File: src/rtl/gray_arbiter_pkg.sv
// Shared types and helpers for the gray-code step-counter arbiter.
package gray_arbiter_pkg;

  typedef enum logic [1:0] {
    IDLE = 2'd0,
    RUN  = 2'd1,
    DONE = 2'd2
  } state_t;

  localparam int DEF_WIDTH = 3;
  localparam int DEF_LEN_W = 4;
  localparam int GRAY_MAX  = 16;

  // Next gray code of width w (w <= GRAY_MAX); bits above w must be zero.
  function automatic logic [GRAY_MAX-1:0] gray_next(input logic [GRAY_MAX-1:0] g, input int w);
    logic [GRAY_MAX-1:0] b;
    logic [GRAY_MAX-1:0] m;
    b[GRAY_MAX-1] = g[GRAY_MAX-1];
    for (int i = GRAY_MAX - 2; i >= 0; i--) begin
      b[i] = b[i+1] ^ g[i];
    end
    m = (GRAY_MAX'(1) << w) - GRAY_MAX'(1);
    b = (b + GRAY_MAX'(1)) & m;
    return b ^ (b >> 1);
  endfunction

endpackage

File: src/rtl/gray_arbiter_core.sv
// Gray-code step register: clear has priority over enable.
// Wrap pulses in the cycle the code returns to zero from the MSB-only code.
module gray_core
  import gray_arbiter_pkg::*;
#(
  parameter int WIDTH = DEF_WIDTH
) (
  input  logic             clk,
  input  logic             reset,
  input  logic             clr,
  input  logic             en,
  output logic [WIDTH-1:0] q,
  output logic             wrap
);

  localparam logic [WIDTH-1:0] MSB_ONLY = {1'b1, {(WIDTH-1){1'b0}}};

  always_ff @(posedge clk) begin
    if (!reset) begin
      q    <= '0;
      wrap <= 1'b0;
    end else if (clr) begin
      q    <= '0;
      wrap <= 1'b0;
    end else if (en) begin
      q    <= WIDTH'(gray_next(GRAY_MAX'(q), WIDTH));
      wrap <= (q == MSB_ONLY);
    end else begin
      wrap <= 1'b0;
    end
  end

endmodule

File: src/rtl/gray_arbiter.sv
// Round-robin owner of a shared gray step counter: grants one requester a burst
// of N steps, honours hold and abort, and pulses done on completion.
module gray_arbiter
  import gray_arbiter_pkg::*;
#(
  parameter int WIDTH = DEF_WIDTH,
  parameter int LEN_W = DEF_LEN_W
) (
  input  logic             clk,
  input  logic             reset,
  input  logic [1:0]       req,
  input  logic [LEN_W-1:0] len0,
  input  logic [LEN_W-1:0] len1,
  input  logic             hold,
  output logic [1:0]       grant,
  output logic             busy,
  output logic [WIDTH-1:0] gray,
  output logic             wrap,
  output logic [1:0]       done
);

  state_t           state, state_nx;
  logic [1:0]       grant_nx, done_nx;
  logic             busy_nx;
  logic [LEN_W-1:0] rem, rem_nx;
  logic             last, last_nx;
  logic             win;
  logic             owner_req;
  logic             clr, en;

  gray_core #(.WIDTH(WIDTH)) u_core (
    .clk   (clk),
    .reset (reset),
    .clr   (clr),
    .en    (en),
    .q     (gray),
    .wrap  (wrap)
  );

  always_ff @(posedge clk) begin
    if (!reset) begin
      state <= IDLE;
      grant <= 2'b00;
      done  <= 2'b00;
      busy  <= 1'b0;
      rem   <= '0;
      last  <= 1'b1;
    end else begin
      state <= state_nx;
      grant <= grant_nx;
      done  <= done_nx;
      busy  <= busy_nx;
      rem   <= rem_nx;
      last  <= last_nx;
    end
  end

  // On a tie the requester not served last wins.
  assign win       = (req == 2'b11) ? ~last : req[1];
  assign owner_req = |(req & grant);

  always_comb begin
    state_nx = state;
    grant_nx = grant;
    done_nx  = 2'b00;
    busy_nx  = busy;
    rem_nx   = rem;
    last_nx  = last;
    clr      = 1'b0;
    en       = 1'b0;
    case (state)
      IDLE: begin
        if (req != 2'b00) begin
          clr      = 1'b1;
          grant_nx = win ? 2'b10 : 2'b01;
          last_nx  = win;
          rem_nx   = win ? len1 : len0;
          busy_nx  = 1'b1;
          if (rem_nx == '0) begin
            state_nx = DONE;
            done_nx  = grant_nx;
          end else begin
            state_nx = RUN;
          end
        end
      end
      RUN: begin
        if (!owner_req) begin
          state_nx = IDLE;
          grant_nx = 2'b00;
          busy_nx  = 1'b0;
        end else if (!hold) begin
          en     = 1'b1;
          rem_nx = rem - LEN_W'(1);
          if (rem == LEN_W'(1)) begin
            state_nx = DONE;
            done_nx  = grant;
          end
        end
      end
      default: begin
        state_nx = IDLE;
        grant_nx = 2'b00;
        busy_nx  = 1'b0;
      end
    endcase
  end

endmodule

File: config.mk
export PLATFORM = sky130hd
export DESIGN_NAME = gray_arbiter
export DESIGN_NICKNAME = d
export VERILOG_FILES = /design/src/rtl/gray_arbiter_pkg.sv /design/src/rtl/gray_arbiter_core.sv /design/src/rtl/gray_arbiter.sv
export SDC_FILE = /design/constraint.sdc
export NUM_CORES = 1
export LEC_CHECK = 0
export BUFFER_PORTS_ARGS = -buffer_cell sky130_fd_sc_hd__buf_2
export CAP_MARGIN = 5
export CORE_MARGIN = 8
export CORE_UTILIZATION = 45
export DETAILED_ROUTE_END_ITERATION = 12
export GPL_TIMING_DRIVEN = 1
export HOLD_SLACK_MARGIN = 0.12
export PLACE_DENSITY = 0.8
export SLEW_MARGIN = 20
export SYNTH_ARGS = -nofsm -noshare
export SYNTH_HDL_FRONTEND = slang
export SYNTH_SLANG_ARGS = --single-unit
File: constraint.sdc
create_clock -name clk -period 2 [get_ports clk]
set_input_delay 0.1 -clock clk [delete_from_list [all_inputs] [get_ports clk]]
set_output_delay 0.1 -clock clk [all_outputs]
set_load 0.02 [all_outputs]
# ---- Word level (Yosys, flattened, before mapping)
# Index checks and enable logic that the tools add are counted.
dict set report totals {
  ff_bits 16
  wordCells 68
  output_inout_bits 9
  input_bits 13
}
dict set report classes {
  bitwise_logic 7
  eq_ne 10
  add_sub_neg 2
  reduce_logical 11
  mux 30
}
# cell n
set ops {}
lappend ops {{2-bit 2-to-1 mux} 13}
lappend ops {{4-bit 2-to-1 mux} 4}
lappend ops {{2-bit case mux with 2 select lines} 3}
lappend ops {{1-bit 2-to-1 mux} 8}
lappend ops {{2-bit != test, second input constant} 4}
lappend ops {{4-bit case mux with 2 select lines} 1}
lappend ops {{3-bit != test, second input constant} 2}
lappend ops {{4-bit by 1-bit == test with 1-bit output, second input constant} 1}
lappend ops {{4-bit logical NOT} 1}
lappend ops {{2-bit AND reduction} 2}
lappend ops {{4-bit AND reduction} 1}
lappend ops {{2-bit nonzero test} 2}
lappend ops {{2-bit OR reduction} 2}
lappend ops {{4-bit by 1-bit subtractor with 4-bit output, second input constant} 1}
lappend ops {{3-bit by 1-bit adder with 3-bit output, second input constant} 1}
lappend ops {{3-bit == test, second input constant} 1}
lappend ops {{1-bit NOT} 3}
lappend ops {{3-bit AND reduction} 1}
lappend ops {{3-bit OR reduction} 1}
lappend ops {{3-bit by 2-bit bitwise XOR with 3-bit output} 1}
lappend ops {{2-bit bitwise AND} 1}
lappend ops {{2-bit by 1-bit == test with 1-bit output, second input constant} 1}
lappend ops {{2-bit == test, second input constant} 1}
lappend ops {{2-bit logical NOT} 1}
lappend ops {{2 further kinds} 3}

# ---- Logic depth before layout (Yosys ltp)
# Gate-level depths: netlist of run 1.
dict set report depth {
  word_depth 7
  mapped_depth 6
  mapped_depth_nobuf 6
}

# ---- By module
# Synthesis of run 1 repeated with hierarchy kept, for this count alone.
dict set report unflattened {
  cells_unflattened 97
  hier_area_um2 885.8
}
# mod cells_per_inst area_per_inst_um2 n_inst seq_area_each_um2
set modules_own_cells {}
lappend modules_own_cells {gray_arbiter 81 719.4 1 240.2}
lappend modules_own_cells {gray_core 16 166.4 1 80.1}

# ---- Least setup slack after synthesis of run 1
# OpenSTA, ideal clock, no wires.
dict set report synth_timing {
  path_type {register to register}
  start {reg state[0]}
  end {reg (tool-made name)}
  setup_time_ns 0.116
  setup_slack_ns 0.597
  stages_incl_launch_ff 5
  arrival_ns 1.288
  cell_sequence {dfxtp_1 or3b_4 or3_4 mux2i_1 nor2_1}
}
# item line_no
set synth_lines {}
lappend synth_lines {{from (decl)} gray_arbiter.sv:22} ;# state_t state, state_nx;
lappend synth_lines {{from (signal assigned)} gray_arbiter.sv:49} ;# state <= state_nx;

# ---- Worst setup path in the final report of run 1
dict set report layout_timing {
  start {reg rem[1]}
  end {reg done[0]}
}
dict set report layout_between {
  elab_chain_cells 5
}
# item line_no
set layout_lines {}
lappend layout_lines {{from (decl)} gray_arbiter.sv:25} ;# logic [LEN_W-1:0] rem, rem_nx;
lappend layout_lines {{from (signal assigned)} gray_arbiter.sv:53} ;# rem <= rem_nx;
lappend layout_lines {{4-bit by 1-bit == test with 1-bit output} gray_arbiter.sv:95} ;# if (rem == LEN_W'(1)) begin
lappend layout_lines {{2-bit 2-to-1 mux} gray_arbiter.sv:95}
lappend layout_lines {{2-bit 2-to-1 mux} gray_arbiter.sv:92} ;# end else if (!hold) begin
lappend layout_lines {{2-bit 2-to-1 mux} gray_arbiter.sv:88} ;# if (!owner_req) begin
lappend layout_lines {{2-bit case mux with 2 select lines} gray_arbiter.sv:71} ;# case (state)
lappend layout_lines {{to (signal assigned)} gray_arbiter.sv:51} ;# done <= done_nx;
lappend layout_lines {{to (decl)} gray_arbiter.sv:19} ;# output logic [1:0] done
# No other way between the ends.
# A chain may end at the register's enable or synchronous reset.

==> results.json, run 1 <==
{
  "run_status": "finished clean",
  "crit_type": "reg -> reg",
  "clockBufferDepth": 2,
  "r2r-start": "rem[1]",
  "dr.pass1.iters": 4,
  "hp-class": "in -> reg",
  "clockRootBuffer": "clkbuf_4",
  "ant_nets": 0,
  "r2r_slack_ps": 410,
  "ys_ff_latch": 16,
  "crit_arrival_ps": 1830,
  "postLayoutCellArea_um2": 1030,
  "cp-endpoint": "done[0]",
  "numCtsBuffers": 3,
  "worstSetupPathDepth": 6,
  "synthArstFlopShare": 0,
  "crit_chain": "inv_1, ha_1, or4b_1, nor3b_2, a2bb2oi_1, nor2_1",
  "avgRoutedWirePerCell_um": 13.2,
  "rows": 15,
  "synth.top_cell.area_share": 0.375,
  "hold_viol": 0,
  "postCtsSetupBuffers": 0,
  "cp_slowest_cell": "or4b_1",
  "yosysTopAreaCell": "dfxtp_1",
  "worst-path-buf-inv": 1,
  "synthesis.area_um2": 853,
  "reg2reg_depth": 6,
  "power_density_nw_per_um2": 704,
  "yosys-top-cells-count": "16 x dfxtp_1, 13 x nand2_1, 9 x nor2_1",
  "vias_per_cell": 5.49,
  "path_delay_family": "simple AND/OR/NAND/NOR gates",
  "startpoint": "rem[1]",
  "cpPeakStageDelay_ps": 470,
  "cap_violations": 0,
  "grt_pass1_vias": 724,
  "avgSynthCellArea_um2": 8.80,
  "worst_slew_pin_slew_ps": 593,
  "yosysSeqAreaShare": 0.375,
  "die_y_um": 59.5,
  "synth-edff-count": 0,
  "syn-num-nets": 112,
  "nets": 137,
  "max-slew-margin-rel": 0.604,
  "routabilityCongestion": 0.807,
  "path_clk_slew_ps": 90,
  "first_iter_violations": 23,
  "start_util": 0.484,
  "cts_tree": "done",
  "final-setup-viol-count": 0,
  "drive_above_1_share": 0.273,
  "insertion_delay_ps": 290,
  "cts_max_level": 1,
  "postPlaceCellArea_um2": 982,
  "drt_wl_total_um": 1930,
  "overflow": 0,
  "ios": 22,
  "max_freq_mhz": 631,
  "total_power_mw": 0.724,
  "finalCritPeriodShare": 0.793,
  "syn2layout_area_growth_pct": 20.5,
  "grt_antenna_before_repair": 0,
  "place_hpwl_um": 1490,
  "synthTopCellsByArea": "dfxtp_1 38%, nand2_1 5.7%, mux2i_1 4.7%",
  "critPathLaunchType": "flip-flop",
  "end_kind": "flip-flop",
  "grt_use_total": 0.120,
  "rsz0062_at_grt": "no",
  "num_antenna_cells": 0,
  "grt_pass1_wl_um": 3130,
  "cp.required_ps": 2240,
  "p_leak_nw": 0.443,
  "core-area_um2": 1760,
  "die_area_um2": 3550,
  "yosys_warnings": 0,
  "period_minus_slack_ps": 1590,
  "synthFlopType": "dfxtp_1",
  "clock-skew-final_ps": 1.64,
  "drc": 0,
  "grt_max_degree": 16,
  "crit_path_max_fanout": 3,
  "setup_tns_ps": 0,
  "synth.distinct_cells": 34,
  "holdWs_ps": 149,
  "vias": 801,
  "reg2reg_to": "done[0]",
  "hp-start": "req[0]",
  "slew_violations": 0,
  "die_w_um": 59.5,
  "irDropWorstVdd_uv": 463,
  "cts.sinks": 16,
  "synth.most_common_cell": "dfxtp_1",
  "syn_inst": 97,
  "io_buffers": 21
}
cell families after synthesis:
group                    synth area share
buffers and inverters              0.0264
AO/OA/AOI/OAI                       0.211
multiplexers                       0.0733
AND/OR/NAND/NOR                     0.264
adder cells (fa/ha/maj)            0.0293
flip-flops                          0.375
XOR/XNOR                           0.0205
per-layer routing:
metal / global-route usage / part of all wire / vias to the layer above
met5: 0 / 0 / -
met4: 0.0952 / 0.037 / 0
met3: 0.0477 / 0.058 / 7
met2: 0.190 / 0.48 / 26
met1: 0.124 / 0.43 / 366
li1: - / - / 402
through the flow:
step                      utilization  setup WS [ps]  cells
after floorplan                     -            597     97
after global placement          0.557            539    141
after detailed placement        0.557            469    141
after CTS                       0.583            442    146
after global routing            0.583            304    146
final                           0.583            414    146
worst min path at each step:
| stage | end | cells after the start | slack, ps |
|---|---|---|---|
| floorplan | rem[0] | 2 | 240 |
| global placement | last | 2 | 420 |
| detailed placement | last | 2 | 420 |
| CTS | grant[0] | 3 | 140 |
| global route | grant[0] | 3 | 170 |
| finish | grant[0] | 3 | 150 |
layout by cell type, fill, tap and decap left out, drive strengths merged, types with 2 or more instances in the layout:
master,instances
nor2b,2
a21boi,4
nand3,4
inv,4
nor2,9
o21ai,4
a2bb2oi,2
dfxtp,16
clkbuf,4
ha,2
nand2b,2
buf,21
o2111ai,2
mux2i,4
nand2,13
nor3b,2
o21a,2
mux2,2
a22o,2
nor3,3
a21oi,2
nor4,3
layout make-up:
class	instances	area (µm²)
clock buffer	4	36.3
sequential	16	320
multi-input combinational	75	510
tap	25	31.3
timing repair buffer	22	115
inverter	4	15.0
fill	163	736
tightest hold or removal path, stage by stage:
cell and delay [ps]:
buf_2 130, nand3_1 100, a21boi_1 60
timing repair:
| item | in CTS | in global routing |
|---|---|---|
| hold buffers | 1 | 0 |
| resized for setup | 0 | 0 |
| endpoints found under the hold margin | 1 | 0 |
where the power goes:
group | internal (mW) | total [mW] | switching [mW] | leakage (nW)
Clock | 0.111 | 0.213 | 0.102 | 0.0210
Combinational | 0.0686 | 0.151 | 0.0821 | 0.291
Sequential | 0.339 | 0.360 | 0.0207 | 0.131
Total | 0.519 | 0.724 | 0.205 | 0.443
Power figures use the tool's default switching activity.
==> inputs of run 2 (changes only) <==
--- a/config.mk
+++ b/config.mk
@@ -12,7 +12,7 @@
 export DETAILED_ROUTE_END_ITERATION = 12
 export GPL_TIMING_DRIVEN = 1
 export HOLD_SLACK_MARGIN = 0.12
-export PLACE_DENSITY = 0.8
+export PLACE_DENSITY = 0.82
 export SLEW_MARGIN = 20
 export SYNTH_ARGS = -nofsm -noshare
 export SYNTH_HDL_FRONTEND = slang
==> constraint.sdc (replaced) <==
create_clock -name clk -period 1.3 [get_ports clk]
set_input_delay 0.065 -clock clk [delete_from_list [all_inputs] [get_ports clk]]
set_output_delay 0.065 -clock clk [all_outputs]
set_load 0.02 [all_outputs]
==> results.json, run 2 (synthesized netlist as in run 1, its figures left out) <==
{
  "routabilityCongestion": 0.839,
  "grt_use_total": 0.161,
  "r2r_slack_ps": -130,
  "startpoint": "state[0]",
  "num_antenna_cells": 0,
  "period_minus_slack_ps": 1430,
  "ios": 22,
  "vias_per_cell": 5.67,
  "drive_above_1_share": 0.537,
  "vias": 975,
  "final-setup-viol-count": 8,
  "crit_arrival_ps": 1620,
  "r2r-start": "state[0]",
  "nets": 163,
  "rows": 15,
  "hp-start": "req[0]",
  "cp_slowest_cell": "or3b_4",
  "insertion_delay_ps": 290,
  "core-area_um2": 1760,
  "ant_nets": 0,
  "worst-path-buf-inv": 0,
  "setup_ws_ps": -134,
  "drt_wl_total_um": 2860,
  "path_clk_slew_ps": 90,
  "overflow": 0,
  "grt_antenna_before_repair": 0,
  "die_area_um2": 3550,
  "violations": "negative setup slack",
  "avgRoutedWirePerCell_um": 16.6,
  "worst_slew_pin_slew_ps": 351,
  "gr-usage-met3": 0.0499,
  "die_w_um": 59.5,
  "cts_tree": "done",
  "place_hpwl_um": 1750,
  "final_cells": 172,
  "p_leak_nw": 0.617,
  "reg2reg_depth": 4,
  "postLayoutCellArea_um2": 1390,
  "clockRootBuffer": "clkbuf_4",
  "cp.required_ps": 1490,
  "start_util": 0.484,
  "layout_commonest_cell": "buf_2",
  "irDropWorstVdd_uv": 846,
  "max_freq_mhz": 698,
  "grt_use_met2": 0.270,
  "dr.pass1.iters": 4,
  "critPathLaunchType": "flip-flop",
  "utilization": 0.788,
  "drc": 0,
  "grt_pass1_vias": 945,
  "cpPeakStageDelay_ps": 410,
  "die_y_um": 59.5,
  "grt_pass1_wl_um": 4280,
  "power_density_nw_per_um2": 952,
  "use_met1": 0.173,
  "clockBufferDepth": 2,
  "postPlaceCellArea_um2": 1130,
  "crit_path_max_fanout": 3,
  "numCtsBuffers": 3,
  "busiest_layer": "met2",
  "total_power_mw": 1.32,
  "end_kind": "flip-flop",
  "first_iter_violations": 44,
  "finalCritPeriodShare": 1.10,
  "final_cell_mix": "21 x buf_2, 20 x buf_4, 11 x nand2_1",
  "crit_type": "reg -> reg",
  "io_buffers": 21,
  "rsz0062_at_grt": "yes",
  "holdWs_ps": 172,
  "clock-skew-final_ps": 1.13,
  "syn2layout_area_growth_pct": 62.9,
  "run_status": "complete, but fails checks",
  "max-slew-margin-rel": 0.764,
  "path_delay_family": "simple AND/OR/NAND/NOR gates",
  "crit_chain": "or3b_4, or3_4, mux2i_1, nor2_1",
  "hold_viol": 0,
  "cts_max_level": 1,
  "cap_violations": 0,
  "hp-class": "in -> reg",
  "dp.cells": 159,
  "grt_max_degree": 10,
  "slew_violations": 0,
  "worstSetupPathDepth": 4,
  "cts.sinks": 16
}
-- run 2: worst min-delay path by stage --
stage                           to  depth (start not counted)
after global routing        rem[2]                          4
after global placement        last                          2
after detailed placement      last                          2
after CTS                 grant[0]                          3
after floorplan             rem[0]                          2
final                     grant[0]                          3
-- run 2: final cells by class --
cell class,count,area [µm²]
sequential,16,328
multi-input combinational,75,651
tap,25,31.3
timing repair buffer,48,329
inverter,4,15.0
clock buffer,4,36.3
fill,130,374
-- run 2: what timing repair did --
item | 4_1_cts | 5_1_grt
resized for setup | 14 | 17
endpoints found under the hold margin | 2 | 0
pin swaps | 5 | 10
endpoints found under the setup margin | 13 | 15
hold buffers | 4 | 0
buffers inserted | 3 | 3
-- run 2: layer usage --
layer,routed length [µm],share of wire,vias to the layer above
met5,0,0,-
met2,1390,0.49,52
met3,235,0.082,15
met1,1110,0.39,453
li1,-,-,455
met4,116,0.041,0
-- run 2: tightest hold or removal path, stage by stage --
cell and delay, ps:
buf_2 160, nand3_1 130, a21boi_2 60
-- run 2: stage by stage --
| step | setup slack [ps] | setup TNS [ps] |
|---|---|---|
| after global placement | -109 | -537 |
| after global routing | -230 | -1330 |
| final | -134 | -640 |
| after floorplan | -83.6 | -353 |
| after detailed placement | -156 | -1200 |
| after CTS | -111 | -607 |
-- run 2: power by group --
| part | internal [mW] | leakage [nW] | switching, mW |
|---|---|---|---|
| sequential | 0.526 | 0.133 | 0.0258 |
| clock | 0.171 | 0.0210 | 0.157 |
| combinational | 0.235 | 0.463 | 0.210 |
